`config.mk`:
```
export PLATFORM = sky130hd
export DESIGN_NAME = arrhythmia_classifier_n
export DESIGN_NICKNAME = d
export VERILOG_FILES = /design/src/rtl/arrhythmia_pkg.sv /design/src/rtl/arrhythmia_classifier_n_sat_counter.sv /design/src/rtl/arrhythmia_classifier_n.sv
export SDC_FILE = /design/constraint.sdc
export NUM_CORES = 1
export LEC_CHECK = 0
export ABC_AREA = 1
export ABC_CLOCK_PERIOD_IN_PS = 2300
export BUFFER_PORTS_ARGS = -buffer_cell sky130_fd_sc_hd__buf_2
export CORE_MARGIN = 2
export CORE_UTILIZATION = 35
export DETAILED_ROUTE_END_ITERATION = 10
export PLACE_DENSITY_LB_ADDON = 0.12
export RECOVER_POWER = 100
export SKIP_CTS_REPAIR_TIMING = 1
export SYNTH_ARGS = -nofsm -noshare
export SYNTH_HDL_FRONTEND = slang
export SYNTH_SLANG_ARGS = --single-unit
```
`constraint.sdc`:
```
create_clock -name clk -period 2.3 [get_ports clk]
set_input_delay 0.115 -clock clk [delete_from_list [all_inputs] [get_ports clk]]
set_output_delay 0.115 -clock clk [all_outputs]
set_load 0.01 [all_outputs]
```
`src/rtl/arrhythmia_pkg.sv`:
```
// Shared encodings, FSM states and default thresholds for the RR-interval classifier.
package arrhythmia_pkg;

  typedef enum logic [1:0] {
    TYPE_TACHY    = 2'b00,
    TYPE_NORMAL   = 2'b01,
    TYPE_BRADY    = 2'b10,
    TYPE_ARTIFACT = 2'b11
  } type_e;

  typedef enum logic [1:0] {
    ST_FIRST,
    ST_TRACK,
    ST_ASYS
  } state_e;

  localparam int DEF_RR_W      = 12;
  localparam int DEF_CNT_W     = 16;
  localparam int DEF_TACHY_MS  = 600;
  localparam int DEF_BRADY_MS  = 1000;
  localparam int DEF_MIN_RR_MS = 200;
  localparam int DEF_IRREG_MS  = 160;
  localparam int DEF_RUN_LEN   = 4;
  localparam int DEF_ASYS_MS   = 3000;

endpackage

```
`src/rtl/arrhythmia_classifier_n_sat_counter.sv`:
```
// Saturating up-counter: holds at all-ones instead of wrapping.
module sat_counter #(
  parameter int W = 16
) (
  input  logic         clk,
  input  logic         rst,
  input  logic         inc,
  output logic [W-1:0] count
);

  // NOTE: registers are written with <= so every flop samples pre-edge values, avoiding sim/synth races.
  always_ff @(posedge clk) begin
    if (rst)
      count <= '0;
    else if (inc && count != '1)
      count <= count + 1'b1;
  end

endmodule

```
`src/rtl/arrhythmia_classifier_n.sv`:
```
// Beat classifier: thresholds RR intervals, tracks irregularity, abnormal runs and asystole.
module arrhythmia_classifier_n
  import arrhythmia_pkg::*;
#(
  parameter int RR_W      = DEF_RR_W,
  parameter int CNT_W     = DEF_CNT_W,
  parameter int TACHY_MS  = DEF_TACHY_MS,
  parameter int BRADY_MS  = DEF_BRADY_MS,
  parameter int MIN_RR_MS = DEF_MIN_RR_MS,
  parameter int IRREG_MS  = DEF_IRREG_MS,
  parameter int RUN_LEN   = DEF_RUN_LEN,
  parameter int ASYS_MS   = DEF_ASYS_MS
) (
  input  logic             clk,
  input  logic             rst,
  input  logic             ms_tick,
  input  logic [RR_W-1:0]  rr_interval_ms,
  input  logic             new_rr_pulse,
  input  logic             alarm_clr,
  output logic             result_valid,
  output logic [1:0]       type_code,
  output logic             tachy_flag,
  output logic             normal_flag,
  output logic             brady_flag,
  output logic             irregular_flag,
  output logic             run_alarm,
  output logic             asystole_flag,
  output logic [CNT_W-1:0] total_beats,
  output logic [CNT_W-1:0] tachy_count,
  output logic [CNT_W-1:0] normal_count,
  output logic [CNT_W-1:0] brady_count,
  output logic [CNT_W-1:0] artifact_count,
  output logic [CNT_W-1:0] irregular_count
);

  localparam int SIL_W = RR_W + 1;
  localparam int RUN_W = $clog2(RUN_LEN + 1);

  localparam logic [RR_W-1:0]  MIN_T   = RR_W'(MIN_RR_MS);
  localparam logic [RR_W-1:0]  TACHY_T = RR_W'(TACHY_MS);
  localparam logic [RR_W-1:0]  BRADY_T = RR_W'(BRADY_MS);
  localparam logic [RR_W-1:0]  IRREG_T = RR_W'(IRREG_MS);
  localparam logic [SIL_W-1:0] ASYS_T  = SIL_W'(ASYS_MS);
  localparam logic [RUN_W-1:0] RUN_T   = RUN_W'(RUN_LEN);

  state_e           state;
  logic [RR_W-1:0]  prev_rr;
  logic [RUN_W-1:0] run_cnt;
  logic [SIL_W-1:0] sil_cnt;

  logic             is_art, is_tachy, is_brady, is_normal;
  logic             beat, art_evt, irreg, abnormal, run_hit, asys_hit;
  logic [RR_W-1:0]  rr_diff;
  logic [RUN_W-1:0] run_nxt;
  logic [SIL_W-1:0] sil_nxt;

  // NOTE: every always_comb output gets a default first so no path can infer a latch.
  always_comb begin
    is_art    = rr_interval_ms < MIN_T;
    is_tachy  = !is_art && (rr_interval_ms < TACHY_T);
    is_brady  = !is_art && (rr_interval_ms > BRADY_T);
    is_normal = !is_art && !is_tachy && !is_brady;
    beat      = new_rr_pulse && !is_art;
    art_evt   = new_rr_pulse && is_art;
    rr_diff   = (rr_interval_ms >= prev_rr) ? rr_interval_ms - prev_rr : prev_rr - rr_interval_ms;
    irreg     = beat && (state == ST_TRACK) && (rr_diff > IRREG_T);
    abnormal  = beat && (is_tachy || is_brady);
    run_nxt   = (run_cnt == RUN_T) ? run_cnt : run_cnt + 1'b1;
    run_hit   = abnormal && (run_nxt == RUN_T);
    sil_nxt   = sil_cnt;
    if (beat)
      sil_nxt = '0;
    else if (ms_tick && sil_cnt != ASYS_T)
      sil_nxt = sil_cnt + 1'b1;
    asys_hit  = (state == ST_TRACK) && !beat && (sil_nxt == ASYS_T);
  end

  always_ff @(posedge clk) begin
    if (rst) begin
      state          <= ST_FIRST;
      result_valid   <= 1'b0;
      type_code      <= TYPE_NORMAL;
      tachy_flag     <= 1'b0;
      normal_flag    <= 1'b1;
      brady_flag     <= 1'b0;
      irregular_flag <= 1'b0;
      run_alarm      <= 1'b0;
      asystole_flag  <= 1'b0;
      prev_rr        <= '0;
      run_cnt        <= '0;
      sil_cnt        <= '0;
    end else begin
      result_valid <= new_rr_pulse;
      sil_cnt      <= sil_nxt;

      if (art_evt)
        type_code <= TYPE_ARTIFACT;

      if (beat) begin
        type_code      <= is_tachy ? TYPE_TACHY : is_brady ? TYPE_BRADY : TYPE_NORMAL;
        tachy_flag     <= is_tachy;
        normal_flag    <= is_normal;
        brady_flag     <= is_brady;
        irregular_flag <= irreg;
        prev_rr        <= rr_interval_ms;
        run_cnt        <= abnormal ? run_nxt : '0;
        case (state)
          ST_FIRST: state <= ST_TRACK;
          ST_ASYS:  state <= ST_FIRST;  // history before the pause is not trusted
          default:  state <= ST_TRACK;
        endcase
      end else if (asys_hit) begin
        state <= ST_ASYS;
      end

      // Setting events take priority over a coincident clear.
      if (run_hit)
        run_alarm <= 1'b1;
      else if (alarm_clr)
        run_alarm <= 1'b0;

      if (asys_hit)
        asystole_flag <= 1'b1;
      else if (alarm_clr)
        asystole_flag <= 1'b0;
    end
  end

  sat_counter #(.W(CNT_W)) u_total (.clk(clk), .rst(rst), .inc(beat),             .count(total_beats));
  sat_counter #(.W(CNT_W)) u_tachy (.clk(clk), .rst(rst), .inc(beat && is_tachy), .count(tachy_count));
  sat_counter #(.W(CNT_W)) u_norm  (.clk(clk), .rst(rst), .inc(beat && is_normal),.count(normal_count));
  sat_counter #(.W(CNT_W)) u_brady (.clk(clk), .rst(rst), .inc(beat && is_brady), .count(brady_count));
  sat_counter #(.W(CNT_W)) u_art   (.clk(clk), .rst(rst), .inc(art_evt),          .count(artifact_count));
  sat_counter #(.W(CNT_W)) u_irreg (.clk(clk), .rst(rst), .inc(irreg),            .count(irregular_count));

endmodule

```
==> results_dict.tcl <==
set metrics [dict create \
    status "finished, violations left" \
    violations "negative setup slack" \
    syn_nets 1351 \
    synth_top_family_by_area "simple AND/OR/NAND/NOR gates" \
    clock_skew_ps 12.2 \
    design_area_sq_mm 0.0110 \
    worst_pin_slew_ps 582 \
    nets 1595 \
    startpoint_type "flop" \
    root_buffer "clkbuf_16" \
    critPathKind "flop to flop" \
    drt-initial-drc-count 476 \
    ant_nets 0 \
    drt_pass1_iterations 8 \
    final_max_slew_viol_count 0 \
    cts.sinks 135 \
    fp.dieW_um 159 \
    wire_per_inst_um 13.0 \
    yosys.area_share.simple 0.376 \
    crit_top_cell "nand2_4" \
    via_count 8829 \
    relSlewSlack 0.608 \
    synth_ff_type "dfxtp_1" \
    synth_fa_ha_area_frac 0.0536 \
    r2r_cells 18 \
    clock_latency_ps 420 \
    cp_slowest_stage_delay_ps 350 \
    die_y_um 159 \
    p_per_area_mw_per_mm2 588 \
    gr-total-overflow 0 \
    setup_ws_ps -240 \
    drcViolationCount 0 \
    synth_compound_area_frac 0.109 \
    synthDistinctLibCells 50 \
    cap_violations 0 \
    dieArea_sq_mm 0.0254 \
    endpoint_kind "flop" \
    async_flop_share 0 \
    numPortBuffers 121 \
    fin_crit_sh 1.10 \
    irDropWorstVdd_v 0.000432 \
    final-setup-viol-count 17 \
    viasPerCell 4.71 \
    area_delta_synth_final_pct 30.0 \
    syn_avg_cell_area_sq_um 6.51 \
    grt_max_degree 38 \
    grt_antenna_before_repair 0 \
    cts.htree.levels 4 \
    p_leak_nw 4.52 \
    total_power_mw 6.47 \
    tns_ps -3320 \
    synth_edf_count 0 \
    synth_mux_area_frac 0 \
    min_path_type "input port to flop" \
    drive_gt1_frac 0.167 \
    cp_max_fo 8 \
    whs_ps 44.7 \
    numCtsBuffers 17 \
    ios 122 \
    crit_slowest_cell "dfxtp_1" \
    final_util 0.466 \
    grt_first_pass_wirelength_um 39600 \
    initial_utilization 0.358 \
    cts_buffer_depth 2 \
    cts.clk_slew.worst_paths_ps 70 \
    worst_ep_required_time_ps 2620 \
    drt-total-wl_um 24300 \
    holdPathStages 3 \
    synth_area_sq_mm 0.00846 \
    fill_cells 2529 \
    fmax_mhz 394 \
    num_antenna_cells 0 \
    synth-seq-area-share 0.320 \
    rsz0062_at_grt "yes" \
    grt_pass1_vias 8229 \
    synth_xor_area_frac 0.0269 \
    grtUsageTotal 0.186 \
    cts_tree "yes" \
    ys_ff_latch 135 \
    hold_viol 0 \
    synth_warnings 0 \
    place_congestion 0.892 \
    arrival_ps 2860 \
    rows 56 \
    dpl_cell_area_sq_mm 0.0101 \
    place_hpwl_um 18200 \
    min_period_ps 2540 \
    coreArea_sq_mm 0.0236 \
    crit_chain "ha_2, nand2_4, nor2_4, nand2_1, clkinv_1, nand2_4, inv_4, nor2_4, buf_6, nand2_2, nand2_4, nand3_2, nor2_4, nand2_4, nand4_4, nand2_1, nand2_1, nor2_1" \
    syn_inst 1299 \
    reg2reg_slack_ps -240 \
]
## power by group
group,total [mW],internal [mW],leakage [nW],switching [mW]
registers,2.41,2.38,1.10,0.0323
clock network,2.81,1.63,0.282,1.18
logic,1.25,0.508,3.15,0.738
total,6.47,4.52,4.52,1.95
## metal layers
layer,GRT usage,share of wire
met1,0.245,0.49
met2,0.309,0.46
met3,0.0443,0.043
met4,0.0434,0.011
met5,0,0
## metrics by stage
step                worst slack (ps)  cells
CTS                             -274   1854
floorplan                       15.3   1299
finish                          -240   1875
global route                    -375   1875
detailed placement              -276   1822
global placement                -272   1822
## cell usage in the layout, fill, tap and decap left out, types with 13 or more instances in the layout
| cell | instances |
|---|---|
| a21oi_1 | 85 |
| buf_2 | 17 |
| buf_4 | 88 |
| clkbuf_1 | 118 |
| clkbuf_16 | 17 |
| clkbuf_4 | 13 |
| dfxtp_1 | 131 |
| ha_1 | 21 |
| inv_1 | 202 |
| nand2_1 | 308 |
| nand2_2 | 22 |
| nand3_1 | 64 |
| nand4_1 | 42 |
| nor2_1 | 122 |
| nor3_1 | 65 |
| nor4_1 | 16 |
| o21ai_0 | 50 |
| xor2_1 | 16 |
## registers in the layout, indices dropped and copies added (netlist names), 2 cells and up
| register | cells |
|---|---|
| u_tachy.count | 16 |
| u_norm.count | 16 |
| u_art.count | 16 |
| prev_rr | 12 |
| run_cnt | 3 |
| u_irreg.count | 16 |
| state | 2 |
| u_brady.count | 16 |
| sil_cnt | 13 |
| type_code | 2 |
| u_total.count | 16 |
## final cells by class
type                       count  area, sq um  area share
clock buffer                  18          429      0.0390
clock inverter                14          163      0.0148
inverter                     214          811      0.0737
multi-input combinational    925         5020       0.457
sequential                   135         2710       0.246
tap                          319          399      0.0363
timing repair buffer         250         1460       0.133
## path summary, 6_finish.rpt
kind	start	to
max	prev_rr[8]	u_irreg.count[2]
min	rr_interval_ms[11]	prev_rr[11]
max reg2reg	prev_rr[8]	u_irreg.count[2]
min reg2reg	u_brady.count[4]	u_brady.count[4]
## worst max-delay path, delay by kind of cell, from the launching register on
family / cells / cell delay [ps]
flops: 1 / 350
buf+inv: 3 / 310
fa+ha+maj: 1 / 320
simple gates: 14 / 1460
## kinds of logic (layout without fill, tap and decap cells)
kind of cell / Yosys count / in the layout
buffers and inverters: 242 / 496
adders and majority gates: 35 / 35
and+or+nand+nor: 691 / 694
AOI/OAI and AO/OA: 170 / 170
xor gates and xnor gates: 26 / 26
DFF: 135 / 135
## synthesized netlist by cell type, types with 3 or more instances
cell	count	area [sq um]
o21a_1	5	37.5
nand2_2	20	125
o21ai_1	4	20.0
clkinv_1	4	15.0
o21ai_0	51	255
ha_1	33	413
nor4_1	16	100
clkbuf_1	15	56.3
nor2_1	128	480
nand2_4	4	45.0
buf_6	4	45.0
a31oi_1	4	25.0
nand2_1	318	1190
inv_1	203	762
nor2_4	6	67.6
inv_2	7	26.3
dfxtp_1	135	2700
xnor2_1	10	87.6
nand3_2	4	40.0
nor3_1	65	325
buf_2	4	20.0
a21oi_1	83	415
nor2_2	6	37.5
nor3b_1	3	22.5
o22ai_1	12	75.1
nand4_1	42	263
nand3_1	66	330
xor2_1	16	140
Note: power is estimated with default switching activity, not from simulation.
